$ cat config.mk
export PLATFORM = sky130hd
export DESIGN_NAME = phase_sequencer
export DESIGN_NICKNAME = d
export VERILOG_FILES = /design/src/rtl/phase_sequencer.sv
export SDC_FILE = /design/constraint.sdc
export NUM_CORES = 1
export LEC_CHECK = 0
export BUFFER_PORTS_ARGS = -buffer_cell sky130_fd_sc_hd__buf_2
export CORE_MARGIN = 10
export CORE_UTILIZATION = 50
export CTS_CLUSTER_DIAMETER = 150
export DETAILED_ROUTE_END_ITERATION = 6
export PLACE_DENSITY = 0.75
export SYNTH_ARGS = -nofsm -noshare
export SYNTH_HDL_FRONTEND = slang
export SYNTH_SLANG_ARGS = --single-unit
export TNS_END_PERCENT = 20
$ cat constraint.sdc
create_clock -name clk -period 2 [get_ports clk]
set_clock_uncertainty 0.15 [all_clocks]
set_input_delay 0.1 -clock clk [delete_from_list [all_inputs] [get_ports clk]]
set_output_delay 0.1 -clock clk [all_outputs]
set_load 0.005 [all_outputs]
$ cat src/rtl/phase_sequencer.sv
// Tick-driven three-phase sequencer (A -> B -> C -> idle) that restarts the
// shared tick timer on every phase entry and reports phase, ticks left and completion.
module phase_sequencer #(
    parameter int CNT_W = 4,
    parameter int T_A   = 5,
    parameter int T_B   = 2,
    parameter int T_C   = 3
) (
    input  logic             clk,
    input  logic             reset,
    input  logic             tick,
    input  logic             start,
    input  logic             abort,
    output logic             timer_clr,
    output logic             busy,
    output logic [2:0]       phase,
    output logic [CNT_W-1:0] remaining,
    output logic             done
);

    localparam int MAX_T = (1 << CNT_W) - 1;

    if (T_A < 1 || T_A > MAX_T || T_B < 1 || T_B > MAX_T || T_C < 1 || T_C > MAX_T)
    begin : g_bad_duration
        $error("phase_sequencer: every phase duration must lie in 1..2^CNT_W-1");
    end

    localparam logic [CNT_W-1:0] DUR_A = CNT_W'(T_A);
    localparam logic [CNT_W-1:0] DUR_B = CNT_W'(T_B);
    localparam logic [CNT_W-1:0] DUR_C = CNT_W'(T_C);
    localparam logic [CNT_W-1:0] ONE   = CNT_W'(1);

    typedef enum logic [1:0] {
        IDLE = 2'd0,
        PH_A = 2'd1,
        PH_B = 2'd2,
        PH_C = 2'd3
    } state_t;

    state_t           state, state_n;
    logic [CNT_W-1:0] remaining_n;
    logic             timer_clr_n;
    logic             done_n;
    logic             busy_n;
    logic [2:0]       phase_n;

    always_ff @(posedge clk or posedge reset) begin
        if (reset) begin
            state     <= IDLE;
            remaining <= '0;
            timer_clr <= 1'b0;
            done      <= 1'b0;
            busy      <= 1'b0;
            phase     <= 3'b000;
        end else begin
            state     <= state_n;
            remaining <= remaining_n;
            timer_clr <= timer_clr_n;
            done      <= done_n;
            busy      <= busy_n;
            phase     <= phase_n;
        end
    end

    // Last tick of a phase replaces the decrement, so remaining never reaches 0 inside a phase.
    always_comb begin
        state_n     = state;
        remaining_n = remaining;
        timer_clr_n = 1'b0;
        done_n      = 1'b0;
        case (state)
            IDLE: begin
                remaining_n = '0;
                if (start && !abort) begin
                    state_n     = PH_A;
                    remaining_n = DUR_A;
                    timer_clr_n = 1'b1;
                end
            end
            default: begin
                if (abort) begin
                    state_n     = IDLE;
                    remaining_n = '0;
                end else if (tick) begin
                    if (remaining > ONE) begin
                        remaining_n = remaining - ONE;
                    end else begin
                        case (state)
                            PH_A: begin
                                state_n     = PH_B;
                                remaining_n = DUR_B;
                                timer_clr_n = 1'b1;
                            end
                            PH_B: begin
                                state_n     = PH_C;
                                remaining_n = DUR_C;
                                timer_clr_n = 1'b1;
                            end
                            default: begin
                                state_n     = IDLE;
                                remaining_n = '0;
                                done_n      = 1'b1;
                            end
                        endcase
                    end
                end
            end
        endcase
    end

    // Status outputs are decoded from the next state so they line up with it when registered.
    always_comb begin
        busy_n  = (state_n != IDLE);
        phase_n = 3'b000;
        case (state_n)
            PH_A:    phase_n = 3'b001;
            PH_B:    phase_n = 3'b010;
            PH_C:    phase_n = 3'b100;
            default: phase_n = 3'b000;
        endcase
    end

endmodule
==> impl_metrics.csv <==
group,metric,value,unit
floorplan,die_x,56.28,microns
sta,final_max_slew_viol_count,0,
global_routing,grt_max_degree,13,
synthesis,yosys_warnings,0,
clock_tree,worst_skew_pair.late_latency,0.27,ns
min_path,worstHoldPathType,"in2reg",
placement,dp.cells,95,
placement,port_buffers,14,
routing,ant_nets,0,
setup_path,ff2ff_setup_slack,0.08,ns
clock_tree,post_cts_buffers,0,
sta,max-slew-margin-rel,0.6936,
synthesis,synth.cell_area,658.1,sq um
setup_path,cp.arrival,1.92,ns
sta,finalHoldViolations,0,
final_layout,area_growth,24.90,%
floorplan,fp.dieH,56.28,microns
floorplan,ios,15,
clock_tree,cts_buffers,3,
routing,top_layer,"met4",
power,power.leakage,0.4077,nW
power,p_per_area,1429,nW/um^2
synthesis,synth_nets,74,
placement,place_hpwl,1057,microns
synthesis,ys_types,26,
routing,dr.first_iter.drc_count,9,
setup_path,critPathLaunchType,"flip-flop",
clock_tree,clockRootBuffer,"clkbuf_4",
global_routing,first_global_vias,509,
synthesis,avgSynthCellArea,10.13,sq um
final_layout,layoutNonFillerInstCount,100,
setup_path,max_stage_delay,0.44,ns
synthesis,synth_top_area_frac,0.4563,
sta,fmax,520.7,MHz
sta,finalSetupViolations,0,
routing,wl_met2,689,microns
sta,fin_crit,1.920,ns
synthesis,synthCells,65,
final_layout,nFillCells,101,
final_layout,diodes,0,
setup_path,reg2reg_from,"state[0]$_DFF_PP0_",
synthesis,synth_top_flop_cell,"dfrtp_1",
global_routing,grt_pass1_wl,2249,microns
power,ir_worst_vdd,714.2,uV
synthesis,synth_edf_count,0,
synthesis,synth_common_cells,"dfrtp_1, inv_1, nand2_1, a21oi_1, ha_1",
setup_path,crit_chain,"inv_1 > ha_1 > or2_1 > nor4_1 > a311oi_4 > nor2b_1",
routing,vias_per_cell,5.250,
sta,fin_crit_sh,0.9602,
global_routing,grt_remaining_overflow,0,
synthesis,yosys.area.top_type,"dfrtp_1",
setup_path,worstPathMaxFanout,6,
floorplan,die-area,3167,sq um
setup_path,crit_type,"reg2reg",
synthesis,yosysMostFrequentCell,"dfrtp_1",
setup_path,critPathRequiredTime,2.00,ns
global_routing,antenna_found_initial,0,
routing,num_vias,525,
global_routing,groute.usage.overall,0.08587,
setup_path,crit_start,"state[0]$_DFF_PP0_",
clock_tree,cts_tree,"yes",
final_layout,drive_above_1_share,0.3059,
routing,first_pass_iters,4,
synthesis,synthTopCellsByArea,"dfrtp_1, ha_1, inv_1",
job,maxCapViolCount,0,
setup_path,critPathTopFamily,"simple AND/OR/NAND/NOR gates",
clock_tree,clk_path_buf_depth,2,
outcome,status,"complete, no violations",
setup_path,cp-end-kind,"flip-flop",
setup_path,cp.buffers_inverters,1,
floorplan,start_util,0.5187,
setup_path,reg2reg_to,"phase[0]$_DFF_PP0_",
synthesis,ys_async_sr_fraction,1.000,
setup_path,slowest_stage,"dfrtp_1",
sta,worst_pin_slew,0.4554,ns
routing,wire_per_inst,13.92,microns
clock_tree,cts_max_level,1,
routing,drc,0,
routing,wl_met3,115,microns
routing,wl,1392,microns
floorplan,rows,13,
synthesis,seq_area_frac_synth,0.4563,
placement,place_congestion,0.9097,
setup_path,cp.depth,6,
routing,drt-met1-wl,581,microns
setup_path,endpoint,"phase[0]$_DFF_PP0_",
setup_path,ff2ff_path_depth,6,
final_layout,finalNetCount,95,
clock_tree,clock-sinks,12,
clock_tree,clk_pin_slew,0.08,ns
floorplan,core_area,1269,sq um
synthesis,ys_ff_latch,12,
final_layout,final_core_util,0.6479,
==> per-layer routing <==
layer / vias to the layer above / GRT usage
met5: - / 0
met4: 0 / 0.03093
met3: 2 / 0.04494
met2: 15 / 0.1426
met1: 244 / 0.08997
li1: 264 / -
==> cell families (layout without fill, tap and decap cells) <==
logic type | Yosys count | after routing | share of synthesized area
fa+ha+maj | 4 | 4 | 0.07605
buf+inv | 10 | 30 | 0.05703
flops | 12 | 12 | 0.4563
compound gates | 14 | 14 | 0.1939
simple gates | 25 | 25 | 0.2167
==> cells in the final DEF (no fill, tap or decap), drive strengths merged, types with 2 or more instances in the layout <==
cell    count
nor4        2
nor3        2
nor2b       2
or3         2
inv         9
or2         2
a311oi      2
nand2       6
buf        16
clkbuf      4
nor2        3
ha          4
o21ai       2
nand2b      3
dfrtp      12
a21oi       5
==> final cells by class <==
type	instances	area, sq um	area share
inverter	9	33.78	0.04110
tap	15	18.77	0.02283
sequential	12	300.3	0.3653
timing repair buffer	17	95.09	0.1157
multi-input combinational	43	337.8	0.4110
clock buffer	4	36.28	0.04414
==> tightest hold or removal path, cell delays in order <==
cell and delay [ns]:
buf_2 0.14, o311ai_0 0.10, a21oi_1 0.07
==> how the worst min path moves through the flow <==
stage,startpoint,end,slack [ns],cells after the start
3_3_place_gp,reset,remaining[3]$_DFFE_PP0P_,-0.03,2
3_5_place_dp,reset,remaining[3]$_DFFE_PP0P_,-0.02,2
5_1_grt,tick,remaining[1]$_DFFE_PP0P_,0.03,3
6_report,tick,remaining[1]$_DFFE_PP0P_,0.03,3
2_1_floorplan,reset,busy$_DFF_PP0_,-0.19,1
4_1_cts,tick,remaining[1]$_DFFE_PP0P_,0.01,3
==> through the flow <==
stage	setup TNS [ns]	total power, mW	instance area (sq um)	worst slack [ns]	hold WS [ns]
2_1_floorplan	0	0.7848	658.1	0.2061	-0.1853
3_3_place_gp	0	0.9481	758.2	0.1614	-0.03241
3_5_place_dp	0	0.9651	758.2	0.04391	-0.02044
4_1_cts	0	1.158	804.5	0.01065	0.01397
5_1_grt	-0.03173	1.279	822.0	-0.03173	0.03006
6_report	0	1.175	822.0	0.07951	0.02548
==> registers in the layout, summed over array words and instances (netlist names) <==
name and count:
phase 3, state 2, busy 1, remaining 4, timer_clr 1, done 1
==> where the power goes <==
part           switching (mW)  internal (mW)  total [mW]  leakage [nW]
combinational           0.320          0.261       0.580         0.228
clock                  0.0826          0.110       0.193        0.0210
sequential             0.0731          0.328       0.401         0.158
==> timing repair <==
| action | in CTS | in global routing |
|---|---|---|
| hold endpoints to repair | 12 | 0 |
| gates resized for setup | 0 | 2 |
| hold buffers | 1 | 0 |
| endpoints found under the setup margin | 0 | 5 |
No activity file was read; power rests on OpenSTA's default activity.
